===== src/rtl/simmem_wresp_delay_scheduler_pkg.sv =====
// Shared types and default parameters for the simulated-memory write-response scheduler.
package simmem_pkg;

    localparam int DefNumSlots      = 8;
    localparam int DefIdWidth       = 4;
    localparam int DefDelayWidth    = 8;
    localparam int DefRespDataWidth = 2;

    typedef enum logic [1:0] {
        FREE     = 2'd0,
        RESERVED = 2'd1,
        FILLED   = 2'd2
    } slot_state_e;

    typedef struct packed {
        slot_state_e                 state;
        logic [DefIdWidth-1:0]       id;
        logic [DefDelayWidth-1:0]    cnt;
        logic [DefRespDataWidth-1:0] data;
    } slot_t;

endpackage


===== src/rtl/simmem_wresp_delay_scheduler_if.sv =====
// AW/B handshake bundle between requester, scheduler and real memory controller.
interface simmem_wresp_delay_scheduler_if
    import simmem_pkg::*;
#(
    parameter int NumSlots      = DefNumSlots,
    parameter int IdWidth       = DefIdWidth,
    parameter int DelayWidth    = DefDelayWidth,
    parameter int RespDataWidth = DefRespDataWidth
);
    localparam int OccWidth = $clog2(NumSlots + 1);

    logic [DelayWidth-1:0]    delay_i;
    logic                     waddr_in_valid_i;
    logic                     waddr_in_ready_o;
    logic [IdWidth-1:0]       waddr_id_i;
    logic                     waddr_out_valid_o;
    logic                     waddr_out_ready_i;
    logic                     wresp_in_valid_i;
    logic                     wresp_in_ready_o;
    logic [IdWidth-1:0]       wresp_in_id_i;
    logic [RespDataWidth-1:0] wresp_in_data_i;
    logic                     wresp_out_valid_o;
    logic                     wresp_out_ready_i;
    logic [IdWidth-1:0]       wresp_out_id_o;
    logic [RespDataWidth-1:0] wresp_out_data_o;
    logic [OccWidth-1:0]      occupancy_o;

    modport slave (
        input  delay_i, waddr_in_valid_i, waddr_id_i, waddr_out_ready_i,
               wresp_in_valid_i, wresp_in_id_i, wresp_in_data_i, wresp_out_ready_i,
        output waddr_in_ready_o, waddr_out_valid_o, wresp_in_ready_o,
               wresp_out_valid_o, wresp_out_id_o, wresp_out_data_o, occupancy_o
    );

    modport master (
        output delay_i, waddr_in_valid_i, waddr_id_i, waddr_out_ready_i,
               wresp_in_valid_i, wresp_in_id_i, wresp_in_data_i, wresp_out_ready_i,
        input  waddr_in_ready_o, waddr_out_valid_o, wresp_in_ready_o,
               wresp_out_valid_o, wresp_out_id_o, wresp_out_data_o, occupancy_o
    );

endinterface


===== src/rtl/simmem_wresp_delay_scheduler_age_matrix.sv =====
// Age matrix over the slots: older[i][j] = 1 means slot i was reserved before slot j.
// Provides oldest-of-mask selection for the B fill target and the release pick.
module simmem_age_matrix
    import simmem_pkg::*;
#(
    parameter  int NumSlots = DefNumSlots,
    localparam int IdxWidth = $clog2(NumSlots)
) (
    input  logic                               clk_i,
    input  logic                               rst_i,
    input  logic                               reserve,
    input  logic [IdxWidth-1:0]                reserve_idx,
    input  logic [NumSlots-1:0]                fill_mask,
    input  logic [NumSlots-1:0]                release_mask,
    output logic [NumSlots-1:0][NumSlots-1:0]  older,
    output logic                               fill_found,
    output logic [IdxWidth-1:0]                fill_idx,
    output logic                               rel_found,
    output logic [IdxWidth-1:0]                rel_idx
);

    logic [NumSlots-1:0][NumSlots-1:0] older_r;
    logic [NumSlots-1:0][NumSlots-1:0] older_next_s;

    // Returns {found, index} of the mask member older than every other member.
    function automatic logic [IdxWidth:0] pick_oldest(
        input logic [NumSlots-1:0]               mask,
        input logic [NumSlots-1:0][NumSlots-1:0] mat
    );
        logic [IdxWidth:0] res;
        logic              cand;
        res = {(IdxWidth+1){1'b0}};
        for (int i = 0; i < NumSlots; i++) begin
            cand = mask[i];
            for (int j = 0; j < NumSlots; j++) begin
                cand = cand & ~((j != i) & mask[j] & ~mat[i][j]);
            end
            res = cand ? {1'b1, IdxWidth'(i)} : res;
        end
        return res;
    endfunction

    // Newly reserved slot becomes younger than every other slot.
    always_comb begin
        older_next_s = older_r;
        if (reserve) begin
            for (int i = 0; i < NumSlots; i++) begin
                for (int j = 0; j < NumSlots; j++) begin
                    if (IdxWidth'(i) == reserve_idx) begin
                        older_next_s[i][j] = 1'b0;
                    end else if (IdxWidth'(j) == reserve_idx) begin
                        older_next_s[i][j] = 1'b1;
                    end else begin
                        older_next_s[i][j] = older_r[i][j];
                    end
                end
            end
        end else begin
            older_next_s = older_r;
        end
    end

    // Matrix register.
    always_ff @(posedge clk_i) begin
        if (rst_i) begin
            older_r <= {(NumSlots*NumSlots){1'b0}};
        end else begin
            older_r <= older_next_s;
        end
    end

    assign older                  = older_r;
    assign {fill_found, fill_idx} = pick_oldest(fill_mask, older_r);
    assign {rel_found, rel_idx}   = pick_oldest(release_mask, older_r);

endmodule


===== src/rtl/simmem_wresp_delay_scheduler.sv =====
// Write-response delay scheduler: one slot per outstanding write, released per-ID in AW order after delay.
// Optional statistics counters enabled by defining SIMMEM_WRESP_STATS_EN.
module simmem_wresp_delay_scheduler
    import simmem_pkg::*;
#(
    parameter int NumSlots      = DefNumSlots,
    parameter int IdWidth       = DefIdWidth,
    parameter int DelayWidth    = DefDelayWidth,
    parameter int RespDataWidth = DefRespDataWidth
) (
    input  logic                           clk_i,
    input  logic                           rst_i,
    simmem_wresp_delay_scheduler_if.slave  bus
`ifdef SIMMEM_WRESP_STATS_EN
    ,
    output logic [31:0]                    stat_released_o,
    output logic [31:0]                    stat_full_cycles_o
`endif
);

    localparam int IdxWidth = $clog2(NumSlots);
    localparam int OccWidth = $clog2(NumSlots + 1);

    typedef struct packed {
        slot_state_e              state;
        logic [IdWidth-1:0]       id;
        logic [DelayWidth-1:0]    cnt;
        logic [RespDataWidth-1:0] data;
    } slot_entry_t;

    slot_entry_t                       slots_r      [NumSlots];
    slot_entry_t                       slots_next_s [NumSlots];
    logic [NumSlots-1:0]               free_mask_s;
    logic [NumSlots-1:0]               busy_mask_s;
    logic [NumSlots-1:0]               match_mask_s;
    logic [NumSlots-1:0]               elig_mask_s;
    logic [NumSlots-1:0][NumSlots-1:0] older_s;
    logic                              blocked_s;
    logic                              any_free_s;
    logic [IdxWidth-1:0]               free_idx_s;
    logic                              fill_found_s;
    logic [IdxWidth-1:0]               fill_idx_s;
    logic                              rel_found_s;
    logic [IdxWidth-1:0]               rel_idx_s;
    logic                              aw_hs_s;
    logic                              bin_hs_s;
    logic                              bout_hs_s;
    logic                              take_s;
    logic [OccWidth-1:0]               occ_s;
    logic                              lock_r;
    logic [IdxWidth-1:0]               lock_idx_r;
    logic [IdWidth-1:0]                out_id_r;
    logic [RespDataWidth-1:0]          out_data_r;

    // Slot status masks, same-ID ordering check and lowest-free search.
    always_comb begin
        free_idx_s = {IdxWidth{1'b0}};
        blocked_s  = 1'b0;
        for (int i = 0; i < NumSlots; i++) begin
            free_mask_s[i]  = (slots_r[i].state == FREE);
            busy_mask_s[i]  = (slots_r[i].state != FREE);
            match_mask_s[i] = (slots_r[i].state == RESERVED) && (slots_r[i].id == bus.wresp_in_id_i);
            blocked_s = 1'b0;
            for (int j = 0; j < NumSlots; j++) begin
                blocked_s = blocked_s | ((j != i) && (slots_r[j].state != FREE) &&
                                         (slots_r[j].id == slots_r[i].id) && older_s[j][i]);
            end
            // cnt <= 1 means the counter reaches zero at this edge, so the
            // release lands exactly delay cycles after the AW handshake.
            elig_mask_s[i] = (slots_r[i].state == FILLED) && (slots_r[i].cnt <= DelayWidth'(1)) &&
                             !blocked_s && !(lock_r && (lock_idx_r == IdxWidth'(i)));
        end
        for (int i = NumSlots - 1; i >= 0; i--) begin
            free_idx_s = free_mask_s[i] ? IdxWidth'(i) : free_idx_s;
        end
    end

    assign any_free_s = |free_mask_s;
    assign aw_hs_s    = bus.waddr_in_valid_i & bus.waddr_out_ready_i & any_free_s;
    assign bin_hs_s   = bus.wresp_in_valid_i & (|match_mask_s);
    assign bout_hs_s  = lock_r & bus.wresp_out_ready_i;
    // A handshake this edge frees the output register for the next pick.
    assign take_s     = (~lock_r | bout_hs_s) & rel_found_s;

    simmem_age_matrix #(
        .NumSlots (NumSlots)
    ) u_age (
        .clk_i        (clk_i),
        .rst_i        (rst_i),
        .reserve      (aw_hs_s),
        .reserve_idx  (free_idx_s),
        .fill_mask    (match_mask_s),
        .release_mask (elig_mask_s),
        .older        (older_s),
        .fill_found   (fill_found_s),
        .fill_idx     (fill_idx_s),
        .rel_found    (rel_found_s),
        .rel_idx      (rel_idx_s)
    );

    // Per-slot next state: reserve, countdown, fill and release.
    always_comb begin
        for (int i = 0; i < NumSlots; i++) begin
            slots_next_s[i] = slots_r[i];
            case (slots_r[i].state)
                FREE: begin
                    if (aw_hs_s && (free_idx_s == IdxWidth'(i))) begin
                        slots_next_s[i].state = RESERVED;
                        slots_next_s[i].id    = bus.waddr_id_i;
                        slots_next_s[i].cnt   = bus.delay_i;
                    end else begin
                        slots_next_s[i].state = FREE;
                    end
                end
                RESERVED: begin
                    slots_next_s[i].cnt = (slots_r[i].cnt != {DelayWidth{1'b0}}) ?
                                          slots_r[i].cnt - DelayWidth'(1) : slots_r[i].cnt;
                    if (bin_hs_s && fill_found_s && (fill_idx_s == IdxWidth'(i))) begin
                        slots_next_s[i].state = FILLED;
                        slots_next_s[i].data  = bus.wresp_in_data_i;
                    end else begin
                        slots_next_s[i].state = RESERVED;
                    end
                end
                FILLED: begin
                    slots_next_s[i].cnt = (slots_r[i].cnt != {DelayWidth{1'b0}}) ?
                                          slots_r[i].cnt - DelayWidth'(1) : slots_r[i].cnt;
                    if (bout_hs_s && (lock_idx_r == IdxWidth'(i))) begin
                        slots_next_s[i].state = FREE;
                    end else begin
                        slots_next_s[i].state = FILLED;
                    end
                end
                default: begin
                    slots_next_s[i].state = FREE;
                end
            endcase
        end
    end

    // Slot state register.
    always_ff @(posedge clk_i) begin
        if (rst_i) begin
            for (int i = 0; i < NumSlots; i++) begin
                slots_r[i] <= '{state: FREE, id: {IdWidth{1'b0}}, cnt: {DelayWidth{1'b0}},
                                data: {RespDataWidth{1'b0}}};
            end
        end else begin
            for (int i = 0; i < NumSlots; i++) begin
                slots_r[i] <= slots_next_s[i];
            end
        end
    end

    // Output lock: holds the released response stable until the requester accepts it.
    always_ff @(posedge clk_i) begin
        if (rst_i) begin
            lock_r     <= 1'b0;
            lock_idx_r <= {IdxWidth{1'b0}};
            out_id_r   <= {IdWidth{1'b0}};
            out_data_r <= {RespDataWidth{1'b0}};
        end else if (take_s) begin
            lock_r     <= 1'b1;
            lock_idx_r <= rel_idx_s;
            out_id_r   <= slots_r[rel_idx_s].id;
            out_data_r <= slots_r[rel_idx_s].data;
        end else if (bout_hs_s) begin
            lock_r     <= 1'b0;
        end else begin
            lock_r     <= lock_r;
        end
    end

    // Occupancy is the population count of non-FREE slots.
    always_comb begin
        occ_s = {OccWidth{1'b0}};
        for (int i = 0; i < NumSlots; i++) begin
            occ_s = occ_s + OccWidth'(busy_mask_s[i]);
        end
    end

    assign bus.waddr_out_valid_o = bus.waddr_in_valid_i & any_free_s;
    assign bus.waddr_in_ready_o  = bus.waddr_out_ready_i & any_free_s;
    assign bus.wresp_in_ready_o  = |match_mask_s;
    assign bus.wresp_out_valid_o = lock_r;
    assign bus.wresp_out_id_o    = out_id_r;
    assign bus.wresp_out_data_o  = out_data_r;
    assign bus.occupancy_o       = occ_s;

`ifdef SIMMEM_WRESP_STATS_EN
    logic [31:0] stat_released_r;
    logic [31:0] stat_full_cycles_r;

    // Release counter wraps; full-stall counter saturates.
    always_ff @(posedge clk_i) begin
        if (rst_i) begin
            stat_released_r    <= 32'd0;
            stat_full_cycles_r <= 32'd0;
        end else begin
            stat_released_r    <= bout_hs_s ? stat_released_r + 32'd1 : stat_released_r;
            stat_full_cycles_r <= (bus.waddr_in_valid_i && !any_free_s &&
                                   (stat_full_cycles_r != 32'hFFFF_FFFF)) ?
                                  stat_full_cycles_r + 32'd1 : stat_full_cycles_r;
        end
    end

    assign stat_released_o    = stat_released_r;
    assign stat_full_cycles_o = stat_full_cycles_r;
`endif

endmodule


===== src/flat_wrapper.sv =====
// flat-port wrapper written by rule: the top's interface ports become plain ports
module simmem_wresp_delay_scheduler_flat import simmem_pkg::*;
#(
    parameter int NumSlots      = DefNumSlots,
    parameter int IdWidth       = DefIdWidth,
    parameter int DelayWidth    = DefDelayWidth,
    parameter int RespDataWidth = DefRespDataWidth
)
  (clk_i, rst_i, bus_delay_i, bus_waddr_in_valid_i, bus_waddr_id_i, bus_waddr_out_ready_i, bus_wresp_in_valid_i, bus_wresp_in_id_i, bus_wresp_in_data_i, bus_wresp_out_ready_i, bus_waddr_in_ready_o, bus_waddr_out_valid_o, bus_wresp_in_ready_o, bus_wresp_out_valid_o, bus_wresp_out_id_o, bus_wresp_out_data_o, bus_occupancy_o);
  simmem_wresp_delay_scheduler_if #(.NumSlots(NumSlots), .IdWidth(IdWidth), .DelayWidth(DelayWidth), .RespDataWidth(RespDataWidth)) bus_i ();
  input  logic clk_i;
  input  logic rst_i;
  input wire logic [$bits(bus_i.delay_i)-1:0] bus_delay_i;
  input wire logic [$bits(bus_i.waddr_in_valid_i)-1:0] bus_waddr_in_valid_i;
  input wire logic [$bits(bus_i.waddr_id_i)-1:0] bus_waddr_id_i;
  input wire logic [$bits(bus_i.waddr_out_ready_i)-1:0] bus_waddr_out_ready_i;
  input wire logic [$bits(bus_i.wresp_in_valid_i)-1:0] bus_wresp_in_valid_i;
  input wire logic [$bits(bus_i.wresp_in_id_i)-1:0] bus_wresp_in_id_i;
  input wire logic [$bits(bus_i.wresp_in_data_i)-1:0] bus_wresp_in_data_i;
  input wire logic [$bits(bus_i.wresp_out_ready_i)-1:0] bus_wresp_out_ready_i;
  output wire logic [$bits(bus_i.waddr_in_ready_o)-1:0] bus_waddr_in_ready_o;
  output wire logic [$bits(bus_i.waddr_out_valid_o)-1:0] bus_waddr_out_valid_o;
  output wire logic [$bits(bus_i.wresp_in_ready_o)-1:0] bus_wresp_in_ready_o;
  output wire logic [$bits(bus_i.wresp_out_valid_o)-1:0] bus_wresp_out_valid_o;
  output wire logic [$bits(bus_i.wresp_out_id_o)-1:0] bus_wresp_out_id_o;
  output wire logic [$bits(bus_i.wresp_out_data_o)-1:0] bus_wresp_out_data_o;
  output wire logic [$bits(bus_i.occupancy_o)-1:0] bus_occupancy_o;
  assign bus_i.delay_i = bus_delay_i;
  assign bus_i.waddr_in_valid_i = bus_waddr_in_valid_i;
  assign bus_i.waddr_id_i = bus_waddr_id_i;
  assign bus_i.waddr_out_ready_i = bus_waddr_out_ready_i;
  assign bus_i.wresp_in_valid_i = bus_wresp_in_valid_i;
  assign bus_i.wresp_in_id_i = bus_wresp_in_id_i;
  assign bus_i.wresp_in_data_i = bus_wresp_in_data_i;
  assign bus_i.wresp_out_ready_i = bus_wresp_out_ready_i;
  assign bus_waddr_in_ready_o = bus_i.waddr_in_ready_o;
  assign bus_waddr_out_valid_o = bus_i.waddr_out_valid_o;
  assign bus_wresp_in_ready_o = bus_i.wresp_in_ready_o;
  assign bus_wresp_out_valid_o = bus_i.wresp_out_valid_o;
  assign bus_wresp_out_id_o = bus_i.wresp_out_id_o;
  assign bus_wresp_out_data_o = bus_i.wresp_out_data_o;
  assign bus_occupancy_o = bus_i.occupancy_o;
  simmem_wresp_delay_scheduler #(.NumSlots(NumSlots), .IdWidth(IdWidth), .DelayWidth(DelayWidth), .RespDataWidth(RespDataWidth)) u_core (.clk_i(clk_i), .rst_i(rst_i), .bus(bus_i));
endmodule

===== config.mk =====
export PLATFORM = sky130hd
export DESIGN_NAME = simmem_wresp_delay_scheduler_flat
export DESIGN_NICKNAME = d
export VERILOG_FILES = /design/src/rtl/simmem_wresp_delay_scheduler_pkg.sv /design/src/rtl/simmem_wresp_delay_scheduler_if.sv /design/src/rtl/simmem_wresp_delay_scheduler_age_matrix.sv /design/src/rtl/simmem_wresp_delay_scheduler.sv /design/src/flat_wrapper.sv
export SDC_FILE = /design/constraint.sdc
export NUM_CORES = 1
export LEC_CHECK = 0
export ABC_AREA = 1
export CAP_MARGIN = 20
export CORE_UTILIZATION = 63
export DETAILED_ROUTE_END_ITERATION = 16
export PLACE_DENSITY_LB_ADDON = 0.2
export SLEW_MARGIN = 20
export SYNTH_ARGS = -nofsm -noshare
export SYNTH_HDL_FRONTEND = slang
export SYNTH_HIERARCHICAL = 1
export SYNTH_SLANG_ARGS = --single-unit

===== constraint.sdc =====
create_clock -name clk_i -period 5.65 [get_ports clk_i]
set_input_delay 1.695 -clock clk_i [delete_from_list [all_inputs] [get_ports clk_i]]
set_output_delay 1.695 -clock clk_i [all_outputs]
set_load 0.03 [all_outputs]

==> impl_summary.log <==
[metrics] data arrival at the endpoint of the critical path: around 3.9 ns
[metrics] via count of the first global-routing pass: 13,700
[metrics] final period utilization: between 90% and 100%
[metrics] Period minus WS final: 5.56 ns
[metrics] internal power component: approximately 2.2 mW
[metrics] final setup vio count: 0
[metrics] Final Hold Fails: 0
[metrics] switching power summed over all nets: 814 uW
[metrics] Clock Tree Buf Depth: 2
[metrics] H-tree depth: 4
[metrics] Clock Pin Slew Worst Setup and Hold Paths: ~0.070 ns
[metrics] mean area per synthesized cell: 6.46 um^2
[metrics] layout overhead on the synthesized area: 6.96%
[metrics] Setup Skew: roughly 0.016 ns
[metrics] Max-cap violations: 0
[metrics] clock insertion delay at the later pin of the skew report: 0.45 ns
[metrics] routed via count: about 15,000
[metrics] crit start category: flop
[metrics] total CTS buffers: 17
[metrics] number of instances in the synthesized netlist: ~2,100
[metrics] power share of the combinational group: 9.5%
[metrics] pin count of the biggest net entering global routing: 80
[metrics] final global-route overflow total: 0
[metrics] number of routed nets with antenna violations: 0
[metrics] part of the total power dissipated in the clock network: between 40 and 50%
[metrics] Slew Limit Headroom: 26.5%
[metrics] routed length per instance: around 20 um
[metrics] number of sinks handled by clock tree synthesis: roughly 190
[metrics] syn_nets: between 2,000 and 2,500
[metrics] Port Buffer Count: 37
[metrics] Rows: between 50 and 60
[metrics] result of the run: complete, no violations
[metrics] net switching fraction of the power: 27.4%
[metrics] CTS tree: built
[metrics] antenna violations before repair: 0
[metrics] TNS Setup: 0 ns
[metrics] slew at the pin closest to its max-slew limit: between 1 and 1.5 ns
[metrics] critical path class: flop to output port
[metrics] Synth warnings: 6
[metrics] x dimension of the die: 150 um
[metrics] post-cts hold buffer count: 0
[metrics] class of the tightest hold or removal check: flop to flop
[metrics] required arrival time at the worst endpoint: approximately 4.0 ns
[metrics] total length of routed wires: between 40,000 and 50,000 um
[metrics] core outline area: 21,300 um^2
[metrics] RSZ-0062 raised after global routing: no
[metrics] detail-routed via count per cell: roughly 6.2
[metrics] Worst Path Max Fanout: 11
[metrics] share of layout cells above drive strength 1: under 10%
[metrics] Nets: 2,205
[metrics] number of remaining DRC errors: 0
[metrics] vertical die dimension: around 150 um
[metrics] initial core utilization: 65.2%
[metrics] starting DRC count in detailed routing: 1,901
[metrics] max-slew violations: 0
[metrics] total power after layout: 2.97 mW
[metrics] setup fix buffers added after clock tree synthesis: 0
[metrics] relative contribution of sequential cells to total power: ~48%
[metrics] CTS resizes: 0
[metrics] full die area: around 23,000 um^2
[metrics] Leak: between 7 and 8 nW
[metrics] I/O Pins: 38
[metrics] ratio of total power to cell area: approximately 200 nW/um^2
[metrics] GRT Util Overall: between 40 and 50%
[metrics] first-pass GRT wire length: 74,000 um
[metrics] antenna diode instance count: 0
[metrics] crit end category: output port
[metrics] worst-case vdd ir drop: approximately 0.22 mV
[metrics] sum of net half-perimeters after detailed placement: approximately 35,000 um
[metrics] maximum achievable frequency: 180 MHz
[metrics] cell area after synthesis: 13,900 um^2
[metrics] Clock Tree Root: sky130_fd_sc_hd__clkbuf_16
[metrics] TritonRoute pass-1 iters: 7
[metrics] routability cong.: ~1.1
-- layer usage --
layer | vias up | wire (um) | track usage [%]
met4 | 0 | 3220 | 27.1
met1 | 6817 | 17900 | 51.8
met5 | - | 0 | 0
met2 | 985 | 21700 | 69.3
met3 | 247 | 5530 | 10.3
li1 | 6909 | - | -
-- worst max-delay path, cell delays in order, from the launching register on --
cell and delay (ns):
sky130_fd_sc_hd__dfxtp_1 0.44, sky130_fd_sc_hd__inv_1 0.10, sky130_fd_sc_hd__ha_1 0.27, sky130_fd_sc_hd__inv_4 0.18
sky130_fd_sc_hd__fa_1 0.47, sky130_fd_sc_hd__xnor2_1 0.15, sky130_fd_sc_hd__ha_1 0.31, sky130_fd_sc_hd__fa_1 0.48
sky130_fd_sc_hd__ha_1 0.17, sky130_fd_sc_hd__inv_1 0.07, sky130_fd_sc_hd__fa_1 0.43, sky130_fd_sc_hd__xnor2_1 0.16
sky130_fd_sc_hd__buf_4 0.19
-- worst paths after layout --
check / to / slack, ns / from / cells after the start
setup reg to reg: u_core/bus.wresp_out_data_o[0] / 0.89 / u_core/slots_r[0][13] / 18
setup / recovery: bus_occupancy_o[2] / 0.09 / u_core/slots_r[1][15] / 12
hold reg to reg: u_core/u_age/older[14] / 0.53 / u_core/u_age/older[14] / 2
hold / removal: u_core/u_age/older[14] / 0.53 / u_core/u_age/older[14] / 2
-- power by group through the flow --
| stage | Combinational [mW] | Sequential [mW] | Clock [mW] |
|---|---|---|---|
| 2_1_floorplan | 0.194 | 1.43 | 0 |
| 3_3_place_gp | 0.262 | 1.45 | 0 |
| 3_5_place_dp | 0.266 | 1.45 | 0 |
| 4_1_cts | 0.271 | 1.42 | 1.28 |
| 5_1_grt | 0.302 | 1.42 | 1.33 |
| 6_report | 0.282 | 1.42 | 1.27 |
-- cell usage in the layout, fill, tap and decap left out, drive strengths merged --
master         instances
clkinv                10
clkinvlp               1
dlymetal6s2s           1
o31ai                  3
o2111ai                5
or2                    8
nor2                 307
a21oi                144
o21ai                183
o311ai                 1
ha                    55
clkbuf                18
xor2                 127
nand3                146
o211ai                 6
inv                  259
nand2                452
bufinv                 2
nor4                  29
a211oi                 1
o22ai                 34
o21bai                 4
nor3                  29
a31oi                  5
dfxtp                194
xnor2                 11
fa                     3
clkdlybuf4s50         33
nand4                 50
buf                   15
-- flip-flops by register name, indices dropped and copies added (netlist names) --
name	cells
u_core/lock_idx_r	3
u_core/bus.wresp_out_data_o	2
u_core/u_age/older	56
u_core/bus.wresp_out_id_o	4
u_core/slots_r	128
u_core/bus.wresp_out_valid_o	1
-- metrics by stage --
step,util [%],instance area [um^2],cells,worst slack (ns),hold WS (ns)
floorplan,-,13900,2146,0.412,0.450
CTS,69.7,14800,2411,0.0177,0.517
global route,69.7,14800,2411,0.00130,0.543
detailed placement,66.8,14200,2379,0.501,0.506
finish,69.7,14800,2411,0.0866,0.525
global placement,66.8,14200,2379,0.589,0.498
-- final cells by class --
cell class,count,area (um^2)
Multi-Input combinational cell,1603,8560
Fill cell,1798,6450
Sequential cell,194,3880
Inverter,258,972
Timing Repair Buffer,49,455
Clock buffer,18,439
Tap cell,275,344
Clock inverter,14,176
Power figures use the tool's default switching activity.
